### config.mk
export PLATFORM = sky130hd
export DESIGN_NAME = sseg_decoder
export DESIGN_NICKNAME = d
export VERILOG_FILES = /design/src/rtl/sseg_pkg.sv /design/src/rtl/sseg_hex_lut.sv /design/src/rtl/sseg_decoder.sv
export SDC_FILE = /design/constraint.sdc
export NUM_CORES = 1
export LEC_CHECK = 0
export CAP_MARGIN = 20
export CORE_AREA = 2 2 39 41
export CTS_CLUSTER_SIZE = 24
export DETAILED_ROUTE_END_ITERATION = 16
export DIE_AREA = 0 0 41 43
export DONT_BUFFER_PORTS = 1
export GPL_TIMING_DRIVEN = 0
export PLACE_DENSITY = 0.6
export SETUP_SLACK_MARGIN = 0.4
export SLEW_MARGIN = 20
export SYNTH_ARGS = -nofsm -noshare
export SYNTH_HDL_FRONTEND = slang
export SYNTH_SLANG_ARGS = --single-unit
export TNS_END_PERCENT = 20
### constraint.sdc
create_clock -name clk -period 0.97 [get_ports clk]
set_input_delay 0.097 -clock clk [delete_from_list [all_inputs] [get_ports clk]]
set_output_delay 0.097 -clock clk [all_outputs]
set_load 0.02 [all_outputs]
### src/rtl/sseg_pkg.sv
// Shared constants for the seven-segment decoder: segment bit positions,
// the hex glyph table and the output polarity helper.
package sseg_pkg;

   localparam int SEG_A  = 0;
   localparam int SEG_B  = 1;
   localparam int SEG_C  = 2;
   localparam int SEG_D  = 3;
   localparam int SEG_E  = 4;
   localparam int SEG_F  = 5;
   localparam int SEG_G  = 6;
   localparam int SEG_DP = 7;

   // Glyphs in {g,f,e,d,c,b,a} order; b and d are lower case to stay distinct from 8 and 0.
   localparam logic [6:0] HEX_SEG [0:15] = '{
      7'h3F, 7'h06, 7'h5B, 7'h4F, 7'h66, 7'h6D, 7'h7D, 7'h07,
      7'h7F, 7'h6F, 7'h77, 7'h7C, 7'h39, 7'h5E, 7'h79, 7'h71
   };

   localparam logic [7:0] SEG_DARK = 8'h00;

   function automatic logic [7:0] apply_polarity(input logic [7:0] value, input logic invert);
      logic [7:0] result;
      if (invert) begin
         result = ~value;
      end else begin
         result = value;
      end
      return result;
   endfunction

endpackage

### src/rtl/sseg_hex_lut.sv
// Combinational hex-digit to segment lookup, {g,f,e,d,c,b,a}.
module sseg_hex_lut
   import sseg_pkg::*;
(
   input  logic [3:0] num,
   output logic [6:0] seg
);

   // All 16 codes have a glyph, so the lookup never yields X.
   always_comb begin
      seg = HEX_SEG[num];
   end

endmodule

### src/rtl/sseg_decoder.sv
// Single-digit seven-segment decoder with decimal point, blanking,
// selectable output polarity and optional output register.
module sseg_decoder
   import sseg_pkg::*;
#(
   parameter int ACTIVE_LOW = 0,
   parameter int OUT_REG    = 1
) (
   input  logic       clk,
   input  logic       reset,
   input  logic [3:0] num,
   input  logic       dp,
   input  logic       blank,
   output logic [7:0] cathode
);

   localparam logic       INVERT   = (ACTIVE_LOW != 0) ? 1'b1 : 1'b0;
   localparam logic [7:0] DARK_OUT = apply_polarity(SEG_DARK, INVERT);

   logic [6:0] seg_s;
   logic [7:0] active_s;
   logic [7:0] cathode_d;

   sseg_hex_lut u_lut (
      .num (num),
      .seg (seg_s)
   );

   // Active-high pattern first, then polarity; blank overrides both glyph and dp.
   always_comb begin
      active_s         = {1'b0, seg_s};
      active_s[SEG_DP] = dp;
      if (blank) begin
         cathode_d = apply_polarity(SEG_DARK, INVERT);
      end else begin
         cathode_d = apply_polarity(active_s, INVERT);
      end
   end

   if (OUT_REG != 0) begin : g_reg
      logic [7:0] cathode_q;

      // Output register; reset loads the dark pattern for the chosen polarity.
      always_ff @(posedge clk) begin
         if (reset) begin
            cathode_q <= DARK_OUT;
         end else begin
            cathode_q <= cathode_d;
         end
      end

      assign cathode = cathode_q;
   end else begin : g_comb
      assign cathode = cathode_d;
   end

endmodule

==> results.py <==
metrics = {
    "global_route": {
        "grt_antenna_before_repair": 0,
        "grt_pass1_wl_mm": 1.37,
        "grt_max_degree": 11,
        "grt_pass1_vias": 339,
        "grt_usage": 0.119,
        "grt.overflow.total": 0,
    },
    "timing": {
        "hold_viol": 1,
        "tightest_slew_ps": 261,
        "rsz0062_at_grt": "true",
        "report.final.slew_viol_count": 0,
        "fmaxAchievable_mhz": 1410,
        "finalCritPeriodShare": 0.731,
        "worst_hold_slack_ps": -17.1,
        "fin_crit_ps": 709,
        "finalSetupTns_ps": 0,
        "setup_viol": 0,
        "slew_headroom": 0.826,
    },
    "die": {
        "rows": 14,
        "start_util": 0.325,
        "fp.dieH_um": 43,
        "io_pins": 16,
        "die_w_um": 41,
        "core_area_sq_um": 1380,
        "dieArea_sq_um": 1760,
    },
    "final_layout": {
        "final_cell_mix": "dfxtp_4, ha_1, nand2_1",
        "post-route-util": 0.424,
        "layout-drive-gt1-share": 0.365,
        "largest_register_ffs": 8,
        "antenna_cells": 0,
        "design_area_sq_um": 587,
        "area_delta_synth_final_pct": 30.6,
        "nets": 69,
        "final_common_cell": "dfxtp_4",
        "nFillCells": 138,
    },
    "setup_path": {
        "end_kind": "primary output",
        "crit_path_max_fanout": 1,
        "cp_data_required_time_ps": 870,
        "arrival_ps": 610,
        "crit_type": "reg -> out",
        "cp.depth": 0,
        "start_kind": "flop",
    },
    "clock_network": {
        "cts_tree": "done",
        "htreeDepth": 1,
        "cts.sink_count": 8,
        "cts.clk_slew.worst_paths_ps": 50,
        "root_buffer": "clkbuf_4",
        "cts_buffers": 3,
        "cts_buffer_depth": 2,
    },
    "route": {
        "ant_nets": 0,
        "drc": 0,
        "drt_iter0_markers": 0,
        "wl_um": 816,
        "via_count": 331,
        "vias_per_cell": 4.87,
        "wl_per_cell_um": 12.0,
        "firstDrtPassIters": 1,
    },
    "hold_path": {
        "min_delay_path_depth": 1,
        "hold-path-endpoint": "cathode[7]$_SDFF_PP0_",
        "hold_path_class": "in -> reg",
        "min_from": "dp",
    },
    "logic_synthesis": {
        "synth_compound_area_frac": 0.170,
        "ys_seq_area_frac": 0.357,
        "synth_seq_cells": 8,
        "yosysWarnings": 0,
        "synth-async-reset-ratio": 0,
        "netlist_instances": 49,
        "synth-xor-area-share": 0,
        "ys_types": 21,
        "synthMuxAreaShare": 0,
        "synthFlopType": "dfxtp_1",
        "synthAdderAreaFrac": 0.195,
        "synth_top_family_by_area": "simple AND/OR/NAND/NOR gates",
        "yosys.area_share.simple": 0.226,
        "synth_nets": 64,
        "synth_area_sq_um": 449,
        "synth-edff-count": 0,
        "syn_avg_cell_area_sq_um": 9.17,
    },
    "pwr": {
        "power.internal_uw": 539,
        "p_sw_uw": 180,
        "cellPowerDensity_nw_per_um2": 1230,
        "p_clk_frac": 0.331,
        "p_total_uw": 719,
        "switching_share": 0.251,
        "combPwrFrac": 0.155,
        "leakage_uw": 0.000246,
        "ir_worst_vdd_v": 0.000362,
        "seqPwrFrac": 0.513,
    },
    "placed_design": {
        "gp_congestion": 0.742,
        "hpwl_um": 648,
        "place_area_sq_um": 534,
        "port_buffers": 0,
    },
    "outcome": {
        "status": "finished, violations left",
        "violations": "negative hold slack",
    },
    "job": {
        "drv_cap": 0,
    },
}
[routing by layer]
metal / track usage / wire length (um) / vias to the layer above
met3: 0.0419 / 66 / 0
met4: 0.100 / 0 / 0
li1: - / - / 175
met5: 0 / 0 / -
met2: 0.159 / 381 / 11
met1: 0.144 / 368 / 145
[power by group through the flow]
stage | logic [uW] | registers (uW) | clock network (uW)
3_5_place_dp | 112 | 384 | 0
3_3_place_gp | 110 | 384 | 0
4_1_cts | 113 | 374 | 254
5_1_grt | 127 | 372 | 281
6_report | 112 | 369 | 238
2_1_floorplan | 94.5 | 383 | 0
[stage by stage]
| stage | worst slack [ps] | std cells |
|---|---|---|
| after floorplan | 168 | 49 |
| after global placement | 118 | 65 |
| after detailed placement | 105 | 65 |
| after CTS | 248 | 68 |
| after global routing | 226 | 68 |
| final | 261 | 68 |
[kinds of logic (layout without fill, tap and decap cells)]
kind of cell | count (synthesis) | in the layout
compound gates | 11 | 11
flops | 8 | 8
simple gates | 19 | 19
buf+inv | 4 | 7
fa+ha+maj | 7 | 7
[synth_stat cells (2+ instances only)]
cell type	instances	area share
nand2_1	4	0.033
inv_1	2	0.017
nor2b_1	5	0.070
nor2_1	3	0.025
a221oi_1	2	0.039
ha_1	7	0.19
a211o_1	2	0.039
dfxtp_1	8	0.36
nand2b_1	2	0.028
a21oi_1	3	0.033
[cell type report]
| cell class | instances | area, sq um | area share |
|---|---|---|---|
| Multi-Input combinational cell | 37 | 305 | 0.520 |
| Sequential cell | 8 | 190 | 0.324 |
| Inverter | 2 | 32.5 | 0.0554 |
| Clock buffer | 3 | 22.5 | 0.0384 |
| Tap cell | 16 | 20.0 | 0.0341 |
| Buffer | 2 | 16.3 | 0.0277 |
[worst max-delay path by stage]
| stage | startpoint | endpoint |
|---|---|---|
| 5_1_grt | cathode[1]$_SDFF_PP0_ | cathode[1] |
| 3_3_place_gp | num[1] | cathode[1]$_SDFF_PP0_ |
| 6_report | cathode[7]$_SDFF_PP0_ | cathode[7] |
| 3_5_place_dp | num[1] | cathode[1]$_SDFF_PP0_ |
| 2_1_floorplan | num[0] | cathode[1]$_SDFF_PP0_ |
| 4_1_cts | cathode[0]$_SDFF_PP0_ | cathode[0] |
[what timing repair did]
action / in CTS / in global routing
resized for setup: 13 / 3
pin swaps: 0 / 0
cloned: 0 / 0
setup endpoints to repair: 13 / 13
endpoints found under the hold margin: 1 / 1
buffers inserted: 0 / 0
No activity file was read; power rests on OpenSTA's default activity.
